File: src/rtl/pong_turn_controller_pkg.sv
// -----------------------------------------------------------------------------
// pong_game_pkg
// Shared definitions for the pong-toss turn controller:
//   - FSM state encodings (3-bit, legacy-compatible localparams)
//   - cup point table (cup i is worth i+1 points)
//   - score width / saturation limit
//   - helpers: highest-cup point lookup, saturating score add
// -----------------------------------------------------------------------------
package pong_game_pkg;

    localparam logic [2:0] ST_IDLE       = 3'd0;
    localparam logic [2:0] ST_TURN_START = 3'd1;
    localparam logic [2:0] ST_AIM        = 3'd2;
    localparam logic [2:0] ST_LOCKOUT    = 3'd3;
    localparam logic [2:0] ST_TURN_END   = 3'd4;
    localparam logic [2:0] ST_GAME_OVER  = 3'd5;

    localparam int               SCORE_W   = 6;
    localparam logic [SCORE_W-1:0] SCORE_MAX = 6'd63;

    localparam logic [1:0] CUP_POINTS [0:2] = '{2'd1, 2'd2, 2'd3};

    // Only the highest-numbered cup that fired is scored.
    function automatic logic [1:0] cup_points(input logic [2:0] hit);
        if (hit[2])      return CUP_POINTS[2];
        else if (hit[1]) return CUP_POINTS[1];
        else if (hit[0]) return CUP_POINTS[0];
        else             return 2'd0;
    endfunction

    function automatic logic [SCORE_W-1:0] sat_add(input logic [SCORE_W-1:0] score,
                                                   input logic [1:0]         pts);
        logic [SCORE_W:0] sum;
        sum = {1'b0, score} + {{(SCORE_W-1){1'b0}}, pts};
        return (sum > {1'b0, SCORE_MAX}) ? SCORE_MAX : sum[SCORE_W-1:0];
    endfunction

endpackage

File: src/rtl/pong_turn_controller_if.sv
// -----------------------------------------------------------------------------
// pong_turn_controller_if
// Game-side signal bundle of the turn controller.
//   start         : one-cycle start pulse (debounced, edge-detected)
//   hit_pulse[2:0]: one-cycle per-cup sensor pulses
//   active_player, score_p0, score_p1, shots_left, sensor_armed, lockout,
//   game_over, winner, state_dbg : display / LED outputs
// Modports: master (stimulus side), slave (controller side).
// -----------------------------------------------------------------------------
interface pong_turn_controller_if;
    import pong_game_pkg::*;

    logic               start;
    logic [2:0]         hit_pulse;
    logic               active_player;
    logic [SCORE_W-1:0] score_p0;
    logic [SCORE_W-1:0] score_p1;
    logic [2:0]         shots_left;
    logic               sensor_armed;
    logic               lockout;
    logic               game_over;
    logic               winner;
    logic [2:0]         state_dbg;

    modport master (
        output start, hit_pulse,
        input  active_player, score_p0, score_p1, shots_left,
               sensor_armed, lockout, game_over, winner, state_dbg
    );

    modport slave (
        input  start, hit_pulse,
        output active_player, score_p0, score_p1, shots_left,
               sensor_armed, lockout, game_over, winner, state_dbg
    );

endinterface

File: src/rtl/pong_turn_controller_phase_timer.sv
// -----------------------------------------------------------------------------
// pong_phase_timer
// Clearable up-counter with terminal-count compare, shared by the AIM and
// LOCKOUT phases.
//   clk, reset : clock, async active-high reset
//   i_clear    : synchronous clear to 0 (wins over i_enable)
//   i_enable   : count up by one this cycle
//   i_limit    : phase length in cycles
//   o_done     : high while count == i_limit-1
// -----------------------------------------------------------------------------
module pong_phase_timer #(
    parameter int TIMER_W = 30
) (
    input  logic               clk,
    input  logic               reset,
    input  logic               i_clear,
    input  logic               i_enable,
    input  logic [TIMER_W-1:0] i_limit,
    output logic               o_done
);

    logic [TIMER_W-1:0] r_count;

    // NOTE: state registers use non-blocking assignments so every flop samples
    // pre-edge values, independent of block ordering in simulation.
    always_ff @(posedge clk or posedge reset) begin
        if (reset)
            r_count <= '0;
        else if (i_clear)
            r_count <= '0;
        else if (i_enable)
            r_count <= r_count + 1'b1;
    end

    assign o_done = (r_count == i_limit - 1'b1);

endmodule

File: src/rtl/pong_turn_controller.sv
// -----------------------------------------------------------------------------
// pong_turn_controller
// Two-player pong-toss sequencer: alternates turns of SHOTS_PER_TURN shots,
// scores the highest cup hit, enforces an aim timeout (miss) and a post-shot
// sensor lockout, and declares a winner at WIN_SCORE.
//   clk_100MHz : system clock
//   reset      : asynchronous, active-high
//   bus        : pong_turn_controller_if.slave (start/hit in, display out)
// All outputs are flops or decodes of the registered state.
// -----------------------------------------------------------------------------
module pong_turn_controller
    import pong_game_pkg::*;
#(
    parameter int SHOTS_PER_TURN = 5,
    parameter int WIN_SCORE      = 21,
    parameter int AIM_CYCLES     = 1_000_000_000,
    parameter int LOCKOUT_CYCLES = 500_000_000,
    parameter int TIMER_W        = 30
) (
    input  logic                  clk_100MHz,
    input  logic                  reset,
    pong_turn_controller_if.slave bus
);

    localparam logic [TIMER_W-1:0] AIM_LIMIT     = TIMER_W'(AIM_CYCLES);
    localparam logic [TIMER_W-1:0] LOCKOUT_LIMIT = TIMER_W'(LOCKOUT_CYCLES);
    localparam logic [SCORE_W-1:0] WIN_LIMIT     = SCORE_W'(WIN_SCORE);
    localparam logic [2:0]         SHOTS_INIT    = 3'(SHOTS_PER_TURN);

    logic [2:0]         r_state;
    logic               r_active_player;
    logic               r_winner;
    logic [SCORE_W-1:0] r_score_p0;
    logic [SCORE_W-1:0] r_score_p1;
    logic [2:0]         r_shots_left;

    logic               w_hit;
    logic [1:0]         w_points;
    logic [SCORE_W-1:0] w_active_score;
    logic [TIMER_W-1:0] w_limit;
    logic               w_timer_en;
    logic               w_timer_clear;
    logic               w_timer_done;

    assign w_hit          = |bus.hit_pulse;
    assign w_points       = cup_points(bus.hit_pulse);
    assign w_active_score = r_active_player ? r_score_p1 : r_score_p0;

    // One timer serves both timed phases; its limit follows the state.
    assign w_limit       = (r_state == ST_LOCKOUT) ? LOCKOUT_LIMIT : AIM_LIMIT;
    assign w_timer_en    = (r_state == ST_AIM) || (r_state == ST_LOCKOUT);
    // Held at zero outside timed phases so each phase starts from 0; a hit
    // or terminal count ends the phase and restarts the count.
    assign w_timer_clear = !w_timer_en || ((r_state == ST_AIM) && w_hit) || w_timer_done;

    pong_phase_timer #(.TIMER_W(TIMER_W)) u_timer (
        .clk      (clk_100MHz),
        .reset    (reset),
        .i_clear  (w_timer_clear),
        .i_enable (w_timer_en),
        .i_limit  (w_limit),
        .o_done   (w_timer_done)
    );

    // NOTE: asynchronous reset appears in the sensitivity list so outputs
    // clear the instant reset rises, not at the next clock edge.
    always_ff @(posedge clk_100MHz or posedge reset) begin
        if (reset) begin
            r_state         <= ST_IDLE;
            r_active_player <= 1'b0;
            r_winner        <= 1'b0;
            r_score_p0      <= '0;
            r_score_p1      <= '0;
            r_shots_left    <= '0;
        end else begin
            case (r_state)
                ST_IDLE: begin
                    if (bus.start) begin
                        r_score_p0      <= '0;
                        r_score_p1      <= '0;
                        r_active_player <= 1'b0;
                        r_winner        <= 1'b0;
                        r_state         <= ST_TURN_START;
                    end
                end
                ST_TURN_START: begin
                    r_shots_left <= SHOTS_INIT;
                    r_state      <= ST_AIM;
                end
                ST_AIM: begin
                    // A hit coinciding with the timeout still scores.
                    if (w_hit) begin
                        if (r_active_player)
                            r_score_p1 <= sat_add(r_score_p1, w_points);
                        else
                            r_score_p0 <= sat_add(r_score_p0, w_points);
                        r_shots_left <= r_shots_left - 1'b1;
                        r_state      <= ST_LOCKOUT;
                    end else if (w_timer_done) begin
                        r_shots_left <= r_shots_left - 1'b1;
                        r_state      <= ST_LOCKOUT;
                    end
                end
                ST_LOCKOUT: begin
                    if (w_timer_done) begin
                        if (w_active_score >= WIN_LIMIT) begin
                            r_winner <= r_active_player;
                            r_state  <= ST_GAME_OVER;
                        end else if (r_shots_left == 3'd0) begin
                            r_state <= ST_TURN_END;
                        end else begin
                            r_state <= ST_AIM;
                        end
                    end
                end
                ST_TURN_END: begin
                    r_active_player <= ~r_active_player;
                    r_state         <= ST_TURN_START;
                end
                ST_GAME_OVER: begin
                    if (bus.start)
                        r_state <= ST_IDLE;
                end
                default: r_state <= ST_IDLE;
            endcase
        end
    end

    assign bus.active_player = r_active_player;
    assign bus.score_p0      = r_score_p0;
    assign bus.score_p1      = r_score_p1;
    assign bus.shots_left    = r_shots_left;
    assign bus.winner        = r_winner;
    assign bus.state_dbg     = r_state;
    assign bus.sensor_armed  = (r_state == ST_AIM);
    assign bus.lockout       = (r_state == ST_LOCKOUT);
    assign bus.game_over     = (r_state == ST_GAME_OVER);

endmodule

File: src/flat_wrapper.sv
// flat-port wrapper written by rule: the top's interface ports become plain ports
module pong_turn_controller_flat import pong_game_pkg::*;
#(
    parameter int SHOTS_PER_TURN = 5,
    parameter int WIN_SCORE      = 21,
    parameter int AIM_CYCLES     = 1_000_000_000,
    parameter int LOCKOUT_CYCLES = 500_000_000,
    parameter int TIMER_W        = 30
)
  (clk_100MHz, reset, bus_start, bus_hit_pulse, bus_active_player, bus_score_p0, bus_score_p1, bus_shots_left, bus_sensor_armed, bus_lockout, bus_game_over, bus_winner, bus_state_dbg);
  pong_turn_controller_if bus_i ();
  input  logic clk_100MHz;
  input  logic reset;
  input wire logic [$bits(bus_i.start)-1:0] bus_start;
  input wire logic [$bits(bus_i.hit_pulse)-1:0] bus_hit_pulse;
  output wire logic [$bits(bus_i.active_player)-1:0] bus_active_player;
  output wire logic [$bits(bus_i.score_p0)-1:0] bus_score_p0;
  output wire logic [$bits(bus_i.score_p1)-1:0] bus_score_p1;
  output wire logic [$bits(bus_i.shots_left)-1:0] bus_shots_left;
  output wire logic [$bits(bus_i.sensor_armed)-1:0] bus_sensor_armed;
  output wire logic [$bits(bus_i.lockout)-1:0] bus_lockout;
  output wire logic [$bits(bus_i.game_over)-1:0] bus_game_over;
  output wire logic [$bits(bus_i.winner)-1:0] bus_winner;
  output wire logic [$bits(bus_i.state_dbg)-1:0] bus_state_dbg;
  assign bus_i.start = bus_start;
  assign bus_i.hit_pulse = bus_hit_pulse;
  assign bus_active_player = bus_i.active_player;
  assign bus_score_p0 = bus_i.score_p0;
  assign bus_score_p1 = bus_i.score_p1;
  assign bus_shots_left = bus_i.shots_left;
  assign bus_sensor_armed = bus_i.sensor_armed;
  assign bus_lockout = bus_i.lockout;
  assign bus_game_over = bus_i.game_over;
  assign bus_winner = bus_i.winner;
  assign bus_state_dbg = bus_i.state_dbg;
  pong_turn_controller #(.SHOTS_PER_TURN(SHOTS_PER_TURN), .WIN_SCORE(WIN_SCORE), .AIM_CYCLES(AIM_CYCLES), .LOCKOUT_CYCLES(LOCKOUT_CYCLES), .TIMER_W(TIMER_W)) u_core (.clk_100MHz(clk_100MHz), .reset(reset), .bus(bus_i));
endmodule
File: config.mk
export PLATFORM = sky130hd
export DESIGN_NAME = pong_turn_controller_flat
export DESIGN_NICKNAME = d
export VERILOG_FILES = /design/src/rtl/pong_turn_controller_pkg.sv /design/src/rtl/pong_turn_controller_if.sv /design/src/rtl/pong_turn_controller_phase_timer.sv /design/src/rtl/pong_turn_controller.sv /design/src/flat_wrapper.sv
export SDC_FILE = /design/constraint.sdc
export NUM_CORES = 1
export LEC_CHECK = 0
export CORE_AREA = 8 8 125 127
export DETAILED_ROUTE_END_ITERATION = 12
export DIE_AREA = 0 0 133 135
export PLACE_DENSITY = 0.51
export SLEW_MARGIN = 20
export SYNTH_ARGS = -nofsm -noshare
export SYNTH_HDL_FRONTEND = slang
export SYNTH_HIERARCHICAL = 1
export SYNTH_SLANG_ARGS = --single-unit
export TNS_END_PERCENT = 50
File: constraint.sdc
create_clock -name clk_100MHz -period 8.38 [get_ports clk_100MHz]
set_clock_uncertainty 0.05 [all_clocks]
set_input_delay 1.676 -clock clk_100MHz [delete_from_list [all_inputs] [get_ports clk_100MHz]]
set_output_delay 1.676 -clock clk_100MHz [all_outputs]
set_load 0.01 [all_outputs]
Word level (Yosys, flattened, before mapping)
Cells that the tools add are included.
- register bits: 50
- bits in latches: 0
- RAM bits: 0
- ROM bits: 0
- input port bits: 6
- output and inout port bits: 23
- logic and storage cells: 81
- memories kept: 0
- add/sub/neg operators: 5
- $mul: 0
- div/mod/pow operators: 0
- order comparisons: 3
- equality and inequality tests: 14
- shifts and indexed selects: 0
- multiplexer cells: 32
- bitwise logic cells: 1
- reductions and logical operators: 19
- operators with widths (operator ; count):
    30-bit 2-to-1 mux ; 3
    6-bit 2-to-1 mux ; 8
    30-bit by 1-bit adder with 30-bit output (second input constant) ; 1
    30-bit equality test ; 1
    30-bit by 1-bit subtractor with 30-bit output (second input constant) ; 1
    3-bit 2-to-1 mux ; 9
    6-bit case mux with 2 select lines ; 2
    3-bit case mux with 6 select lines ; 1
    4-bit AND reduction ; 4
    6-bit by 2-bit adder with 7-bit output ; 2
    7-bit by 6-bit greater-than comparator with 1-bit output (second input constant) ; 2
    2-bit nonzero test ; 5
    2-bit by 1-bit inequality test with 1-bit output (second input constant) ; 4
    3-bit by 2-bit equality test with 1-bit output (second input constant) ; 2
    3-bit equality test (second input constant) ; 2
    6-bit by 5-bit greater-or-equal comparator with 1-bit output (second input constant) ; 1
    3-bit logical NOT ; 2
    2-bit inequality test (second input constant) ; 3
    3-bit case mux with 2 select lines ; 1
    1-bit 2-to-1 mux ; 4
    2-bit 2-to-1 mux ; 2
    1-bit case mux with 2 select lines ; 2
    2-bit AND reduction ; 2
    3-bit by 1-bit equality test with 1-bit output (second input constant) ; 1
    7 further kinds ; 9

Logic depth before layout (Yosys ltp)
Gate-level depths: netlist (run 1).
- depth in word-level cells: 9
- mapped depth: 20
- depth with buffers taken out: 19

Modules after synthesis
Netlist (run 1), hierarchy kept.
- by module, submodules not included (module ; instances ; cells an instance ; area an instance (sq um) ; seq. area each (sq um)):
    pong_phase_timer ; 1 ; 325 ; 2641.3 ; 750.7
    pong_turn_controller ; 1 ; 158 ; 1393.8 ; 500.5

Least setup slack after synthesis (run 1)
Ideal clock, no wire load.
- path type: reg-to-reg
- start: reg u_core.r_state[1] (netlist: u_core/bus.state_dbg[1])
- end: reg u_core.u_timer.r_count[23]
- library setup time: 0.078 ns
- arrival time: 4.815 ns
- required time: 8.252 ns
- path slack: 3.437 ns
- stages on the path, launching flop included: 18
- path through: dfrtp_1 > nor2b_1 > nand2_1 > inv_2 > nor4_1 > nand4_1 > xnor2_1 > nand4_1 > nor4_1 > o2111a_1 > inv_1 > o211ai_1 > o211a_1 > nand4_1 > nor4_1 > nand3_1 > or3_1 > a21oi_1
- longest elaborated chain between the ends: 6
- elaborated cells between the ends (all ways): 12
- classes of those cells: 1 x add/sub; 3 x eq/ne; 2 x mux; 6 x reduce/logical
- RTL lines (what ; RTL line ; text):
    from (decl) ; pong_turn_controller.sv:30 ; logic [2:0] r_state;
    from (signal assigned) ; pong_turn_controller.sv:69 ; r_state <= ST_IDLE;
    from (signal assigned) ; pong_turn_controller.sv:83 ; r_state <= ST_TURN_START;
    from (signal assigned) ; pong_turn_controller.sv:88 ; r_state <= ST_AIM;
    3-bit by 2-bit equality test with 1-bit output ; pong_turn_controller.sv:51 ; assign w_timer_en = (r_state == ST_AIM) || (r_state == ST_LOCKOUT);
    1-bit logical OR * ; pong_turn_controller.sv:51 ;
    via u_core.w_timer_en ; pong_turn_controller.sv:41 ; logic w_timer_en;
    1-bit logical NOT * ; pong_turn_controller.sv:54 ; assign w_timer_clear = !w_timer_en || ((r_state == ST_AIM) && w_hit) || w_timer_done;
    1-bit logical OR * (2 in series) ; pong_turn_controller.sv:54 ;
    via u_core.w_timer_clear ; pong_turn_controller.sv:42 ; logic w_timer_clear;
    30-bit 2-to-1 mux / 2-bit nonzero test (equally long branches) ; n/a ;
    to (signal assigned) ; pong_turn_controller_phase_timer.sv:32 ; r_count <= r_count + 1'b1;
    to (decl) ; pong_turn_controller_phase_timer.sv:22 ; logic [TIMER_W-1:0] r_count;
The timed path passes the listed nets; every way through them passes the cells marked *.
A chain may end at the register's enable or synchronous reset.

Worst setup path after layout (run 1)
Same ends and word-level chain as after synthesis.

==> impl_metrics.env, run 1 <==
export IMPL_drive_above_1_share=0.04668
export IMPL_vias=3679
export IMPL_final_common_cell="conb_1"
export IMPL_numCtsBuffers=5
export IMPL_async_flop_share=1.000
export IMPL_cts_tree="built"
export IMPL_pin_count=29
export IMPL_final_setup_worst_slack_ns=2.417
export IMPL_diodes=0
export IMPL_slew_headroom=0.4298
export IMPL_ys_seq_elements=50
export IMPL_final_area_um2=4868
export IMPL_drtPass1Iterations=4
export IMPL_dieArea_um2=17960
export IMPL_areaGrowthSynthToFinish_pct=20.65
export IMPL_fp_dieW_um=133
export IMPL_placed_cells=729
export IMPL_path_class="reg2reg"
export IMPL_seq_area_frac_synth=0.3101
export IMPL_power_mw=1.283
export IMPL_cellPowerDensity_nw_per_um2=263.5
export IMPL_start_kind="flip-flop"
export IMPL_worstPathArrival_ns=6.13
export IMPL_timing_fmax_mhz=167.7
export IMPL_die_h_um=135
export IMPL_grt_ovfl_total=0
export IMPL_tns_ns=0
export IMPL_grt_pass1_vias=3595
export IMPL_track_usage=0.1187
export IMPL_drtIter0Drc=204
export IMPL_ctsResizeCount=0
export IMPL_floorplan_initialDensity=0.2964
export IMPL_post_place_ws_ns=2.487
export IMPL_grt_max_degree=38
export IMPL_cts_sinks=50
export IMPL_htreeDepth=2
export IMPL_rsz0062_at_grt="false"
export IMPL_period_needed_ns=5.963
export IMPL_final_cell_mix="conb_1, nor2_1, dfrtp_1"
export IMPL_period_share=0.7116
export IMPL_synth_avg_cell_area_um2=8.354
export IMPL_required_ns=8.55
export IMPL_status="finished clean"
export IMPL_critPathMaxStageDelay_ns=0.67
export IMPL_path_cells="nor2b_1 > nand2_1 > buf_4 > inv_2 > xor2_1 > a2111oi_0 > a311oi_1 > nor4_1 > o2111a_1 > inv_1 > o211ai_1 > o211a_1 > nand4_1 > nor4_1 > nand3_1 > or3_1 > a21oi_1"
export IMPL_crit_buf_inv=3
export IMPL_vdd_ir_drop_max_mv=0.1425
export IMPL_critPathCaptureType="flip-flop"
export IMPL_finalHoldWorstSlack_ns=0.5121
export IMPL_synth_edff_count=0
export IMPL_fin_nets=572
export IMPL_layoutNonFillerInstCount=737
export IMPL_synth_area_um2=4035
export IMPL_routed_wl_um=10370
export IMPL_dpl_hpwl_um=7783
export IMPL_crit_top_cell="nor4_1"
export IMPL_root_buffer="clkbuf_16"
export IMPL_postRouteAntennaNets=0
export IMPL_cp_max_fo=37
export IMPL_antenna_found_initial=0
export IMPL_worst_pin_slew_ns=0.8475
export IMPL_fin_util=0.3577
export IMPL_core_area_um2=13610
export IMPL_clk_pin_slew_ns=0.07
export IMPL_finalSetupViolations=0
export IMPL_worstHoldPathType="reg2reg"
export IMPL_wl_per_cell_um=14.06
export IMPL_cts_hold_buf=0
export IMPL_avgViaCountPerCell=4.992
export IMPL_gp_congestion=0.7953
export IMPL_drv_cap=0
export IMPL_hold_viol=0
export IMPL_synth_cell_types=68
export IMPL_slew_viol_final=0
export IMPL_port_buffers=28
export IMPL_fillers=1396
export IMPL_clk_latency_ns=0.29
export IMPL_crit_slowest_cell="nor4_1"
export IMPL_cts_path_max_buffers=2
export IMPL_postCtsSetupRepairBufs=0
export IMPL_syn_inst=483
export IMPL_drcViolationCount=0
export IMPL_placed_area_um2=4669
export IMPL_rows=43
export IMPL_ys_flop_type="dfrtp_1"
export IMPL_grt_pass1_wl_um=17770
export IMPL_p_leak_nw=2.006
export IMPL_cpLargestDelayFamily="simple AND/OR/NAND/NOR gates"
export IMPL_yosys_warnings=6
## power breakdown
part	internal, mW	leakage [nW]	switching (mW)
logic	0.268	1.25	0.372
registers	0.285	0.660	0.0878
clock network	0.179	0.0971	0.0906
## final timing paths
path / start / end / slack, ns / cells after the start
hold / removal: u_core/bus.score_p1[0] / u_core/bus.score_p1[0] / 0.51 / 2
setup / recovery: u_core/bus.state_dbg[1] / u_core/u_timer/r_count[23] / 2.42 / 17
setup reg to reg: u_core/bus.state_dbg[1] / u_core/u_timer/r_count[23] / 2.42 / 17
max in group asynchronous: reset / u_core/bus.state_dbg[2] / 5.94 / 2
min in group asynchronous: reset / u_core/u_timer/r_count[25] / 1.75 / 3
hold reg to reg: u_core/bus.score_p1[0] / u_core/bus.score_p1[0] / 0.51 / 2
## flip-flops by register name (all words and copies together) (netlist names)
signal                    cells
u_core/bus.score_p1           6
u_core/bus.state_dbg          3
u_core/bus.shots_left         3
u_core/u_timer/r_count       30
u_core/bus.winner             1
u_core/bus.score_p0           6
u_core/bus.active_player      1
## per-layer routing
layer	wire length, µm	part of all wire	global-route usage
met5	0	0	0
met4	164	0.016	0.03849
met3	514	0.050	0.02489
met2	4857	0.47	0.1998
met1	4829	0.47	0.1479
## worst reg2reg max path: stages (launching register included)
cell and delay [ns]:
dfrtp_1 0.61, nor2b_1 0.65, nand2_1 0.13, buf_4 0.26, inv_2 0.50, xor2_1 0.22, a2111oi_0 0.45, a311oi_1 0.10
nor4_1 0.38, o2111a_1 0.34, inv_1 0.08, o211ai_1 0.14, o211a_1 0.24, nand4_1 0.13, nor4_1 0.67, nand3_1 0.38
or3_1 0.43, a21oi_1 0.14
## kinds of logic after synthesis
kind of cell / after synthesis / share of synthesized area
adder cells (fa/ha/maj): 10 / 0.03473
AO/OA/AOI/OAI: 93 / 0.1603
multiplexers: 7 / 0.01891
AND/OR/NAND/NOR: 215 / 0.2961
other: 2 / 0.001861
buffers and inverters: 48 / 0.05209
XOR/XNOR: 58 / 0.1259
flip-flops: 50 / 0.3101
## cell type report
cell class | count | area, µm² | share of cell area
clock buffers | 6 | 138.9 | 0.02853
clock inverters | 2 | 60.06 | 0.01234
inverters | 27 | 106.4 | 0.02185
multi-input cells | 441 | 2784 | 0.5718
flip-flops and latches | 50 | 1251 | 0.2570
well taps | 180 | 225.2 | 0.04626
repair buffers | 31 | 302.8 | 0.06219
## cells in the mapped netlist (4+ instances only)
library cell,n,share of area
dfrtp_1,50,0.31
nor2_1,50,0.047
xnor2_1,31,0.067
nand2_1,30,0.028
xor2_1,27,0.059
inv_1,25,0.023
nand3_1,22,0.027
a21oi_1,19,0.024
nor3_1,19,0.024
nor4_1,17,0.026
clkbuf_1,15,0.014
nand4_1,15,0.023
o21ai_0,13,0.016
or3_1,10,0.016
a31oi_1,8,0.012
ha_1,8,0.025
o31ai_1,8,0.015
nand2b_1,7,0.011
and4_1,6,0.013
o211ai_1,6,0.011
or4_1,6,0.011
a211oi_1,5,0.0093
mux2i_1,5,0.012
a21o_1,4,0.0074
nor2b_1,4,0.0062
nor3b_1,4,0.0074
o21ai_1,4,0.0050
or4_4,4,0.011
(Power assumes the default switching activity.)
==> inputs of run 2 (changes only) <==
--- a/config.mk
+++ b/config.mk
@@ -8,7 +8,7 @@
 export CORE_AREA = 8 8 125 127
 export DETAILED_ROUTE_END_ITERATION = 12
 export DIE_AREA = 0 0 133 135
-export PLACE_DENSITY = 0.51
+export PLACE_DENSITY = 0.53
 export SLEW_MARGIN = 20
 export SYNTH_ARGS = -nofsm -noshare
 export SYNTH_HDL_FRONTEND = slang
==> constraint.sdc (replaced) <==
create_clock -name clk_100MHz -period 5.4 [get_ports clk_100MHz]
set_clock_uncertainty 0.05 [all_clocks]
set_input_delay 1.08 -clock clk_100MHz [delete_from_list [all_inputs] [get_ports clk_100MHz]]
set_output_delay 1.08 -clock clk_100MHz [all_outputs]
set_load 0.01 [all_outputs]
==> run 2 against run 1 <==
Net effect: die area stayed put; utilization barely moved; global-route usage is essentially flat; first-iteration DRC count shrank 34%; via count is essentially flat; hold slack better by 0.0020 ns.
==> impl_metrics.env, run 2 (same netlist as run 1, synthesis figures left out) <==
export IMPL_start_kind="flip-flop"
export IMPL_slew_headroom=0.4574
export IMPL_drtIter0Drc=135
export IMPL_fin_nets=579
export IMPL_crit_buf_inv=5
export IMPL_cts_sinks=50
export IMPL_tns_ns=0
export IMPL_slew_viol_final=0
export IMPL_period_needed_ns=4.693
export IMPL_floorplan_initialDensity=0.2964
export IMPL_postCtsSetupRepairBufs=0
export IMPL_worstRegToRegCells=19
export IMPL_min_from="u_core/bus.winner"
export IMPL_required_ns=5.57
export IMPL_wl_per_cell_um=13.74
export IMPL_period_share=0.8691
export IMPL_rows=43
export IMPL_placed_area_um2=4722
export IMPL_drcViolationCount=0
export IMPL_cpLargestDelayFamily="simple AND/OR/NAND/NOR gates"
export IMPL_gp_congestion=0.8301
export IMPL_critPathCaptureType="flip-flop"
export IMPL_drive_above_1_share=0.06028
export IMPL_largest_reg_flops=30
export IMPL_pin_count=29
export IMPL_holdPathEnd="u_core/bus.winner"
export IMPL_grt_pass1_vias=3634
export IMPL_r2r_end="u_core/u_timer/r_count[23]"
export IMPL_path_cells="nor2b_1 > nand2_1 > inv_2 > buf_4 > or4_4 > o31ai_1 > nand4_1 > nor4_1 > o2111a_1 > inv_1 > o211ai_1 > buf_4 > o211a_1 > nand4_1 > nor4_1 > buf_4 > nand3_1 > or3_1 > a21oi_1"
export IMPL_final_area_um2=4873
export IMPL_drv_cap=0
export IMPL_regMostFlops="u_core/u_timer/r_count"
export IMPL_vdd_ir_drop_max_mv=0.2710
export IMPL_antenna_found_initial=0
export IMPL_worstHoldPathType="reg2reg"
export IMPL_clk_latency_ns=0.29
export IMPL_grt_ovfl_total=0
export IMPL_rsz0062_at_grt="false"
export IMPL_ctsResizeCount=0
export IMPL_vias=3681
export IMPL_timing_fmax_mhz=213.1
export IMPL_crit_top_cell="buf_4"
export IMPL_cp_max_fo=30
export IMPL_cts_tree="built"
export IMPL_worst_pin_slew_ns=0.8130
export IMPL_avgViaCountPerCell=4.948
export IMPL_grt_pass1_wl_um=17860
export IMPL_final_common_cell="conb_1"
export IMPL_core_area_um2=13610
export IMPL_areaGrowthSynthToFinish_pct=20.78
export IMPL_p_leak_nw=2.013
export IMPL_final_cell_mix="conb_1, nor2_1, dfrtp_1"
export IMPL_dieArea_um2=17960
export IMPL_path_class="reg2reg"
export IMPL_min_path_cells=1
export IMPL_reg2reg_slack_ns=0.71
export IMPL_htreeDepth=2
export IMPL_track_usage=0.1184
export IMPL_finalSetupViolations=0
export IMPL_rr_startpoint="u_core/bus.state_dbg[1]"
export IMPL_status="finished clean"
export IMPL_numCtsBuffers=5
export IMPL_drtPass1Iterations=4
export IMPL_root_buffer="clkbuf_16"
export IMPL_diodes=0
export IMPL_cts_hold_buf=0
export IMPL_critPathMaxStageDelay_ns=0.53
export IMPL_fp_dieW_um=133
export IMPL_postRouteAntennaNets=0
export IMPL_cellPowerDensity_nw_per_um2=393.5
export IMPL_cts_path_max_buffers=2
export IMPL_dpl_hpwl_um=7769
export IMPL_crit_slowest_cell="or4_4"
export IMPL_grt_max_degree=31
export IMPL_hold_viol=0
export IMPL_worstPathArrival_ns=4.87
export IMPL_port_buffers=28
export IMPL_die_h_um=135
export IMPL_clk_pin_slew_ns=0.07
export IMPL_routed_wl_um=10220
run 2: cell types whose count changed in the layout (fill, tap and decap cells not counted):
cell,before,now
bufinv_16,2,0
clkbuf_8,1,0
nor3_1,19,18
nor3_2,1,2
clkinvlp_4,0,1
clkinv_2,0,1
clkinv_4,1,2
buf_4,3,10
run 2: per-stage QoR:
stage               power [mW]  setup slack [ns]  std cells    util  hold slack [ns]
global route             2.091            0.1491        744  0.3580           0.5359
floorplan                1.259            0.4569        539       -           0.4749
finish                   1.918            0.7067        744  0.3580           0.5140
CTS                      1.933            0.6220        744  0.3577           0.5200
global placement         1.589            0.7332        736  0.3469           0.4990
detailed placement       1.603            0.6374        736  0.3469           0.5036
run 2: layout make-up:
type	count	area [µm²]
inverters	27	106.4
clock buffers	5	125.1
clock inverters	3	21.27
multi-input cells	441	2789
fillers	1442	8738
well taps	180	225.2
flip-flops and latches	50	1251
repair buffers	38	355.3
run 2: worst max path at each step:
stage,from,end,cells after the start
finish,u_core/bus.state_dbg[1],u_core/u_timer/r_count[23],19
floorplan,u_core/bus.state_dbg[1],u_core/u_timer/r_count[23],17
detailed placement,u_core/bus.state_dbg[1],u_core/u_timer/r_count[26],18
CTS,u_core/bus.state_dbg[1],u_core/u_timer/r_count[26],18
global placement,u_core/bus.state_dbg[1],u_core/u_timer/r_count[25],20
global route,u_core/bus.state_dbg[1],u_core/u_timer/r_count[26],18
run 2: power breakdown:
part           total [mW]  switching [mW]  internal (mW)
clock               0.317           0.145          0.172
combinational        1.05           0.609          0.443
sequential          0.549           0.106          0.443
total                1.92           0.859           1.06
run 2: metal layers:
metal | GRT usage | routed length [µm] | share of wire
met1 | 0.1511 | 4884 | 0.48
met2 | 0.1987 | 4753 | 0.46
met3 | 0.02117 | 412 | 0.040
met4 | 0.03596 | 173 | 0.017
met5 | 0 | 0 | 0
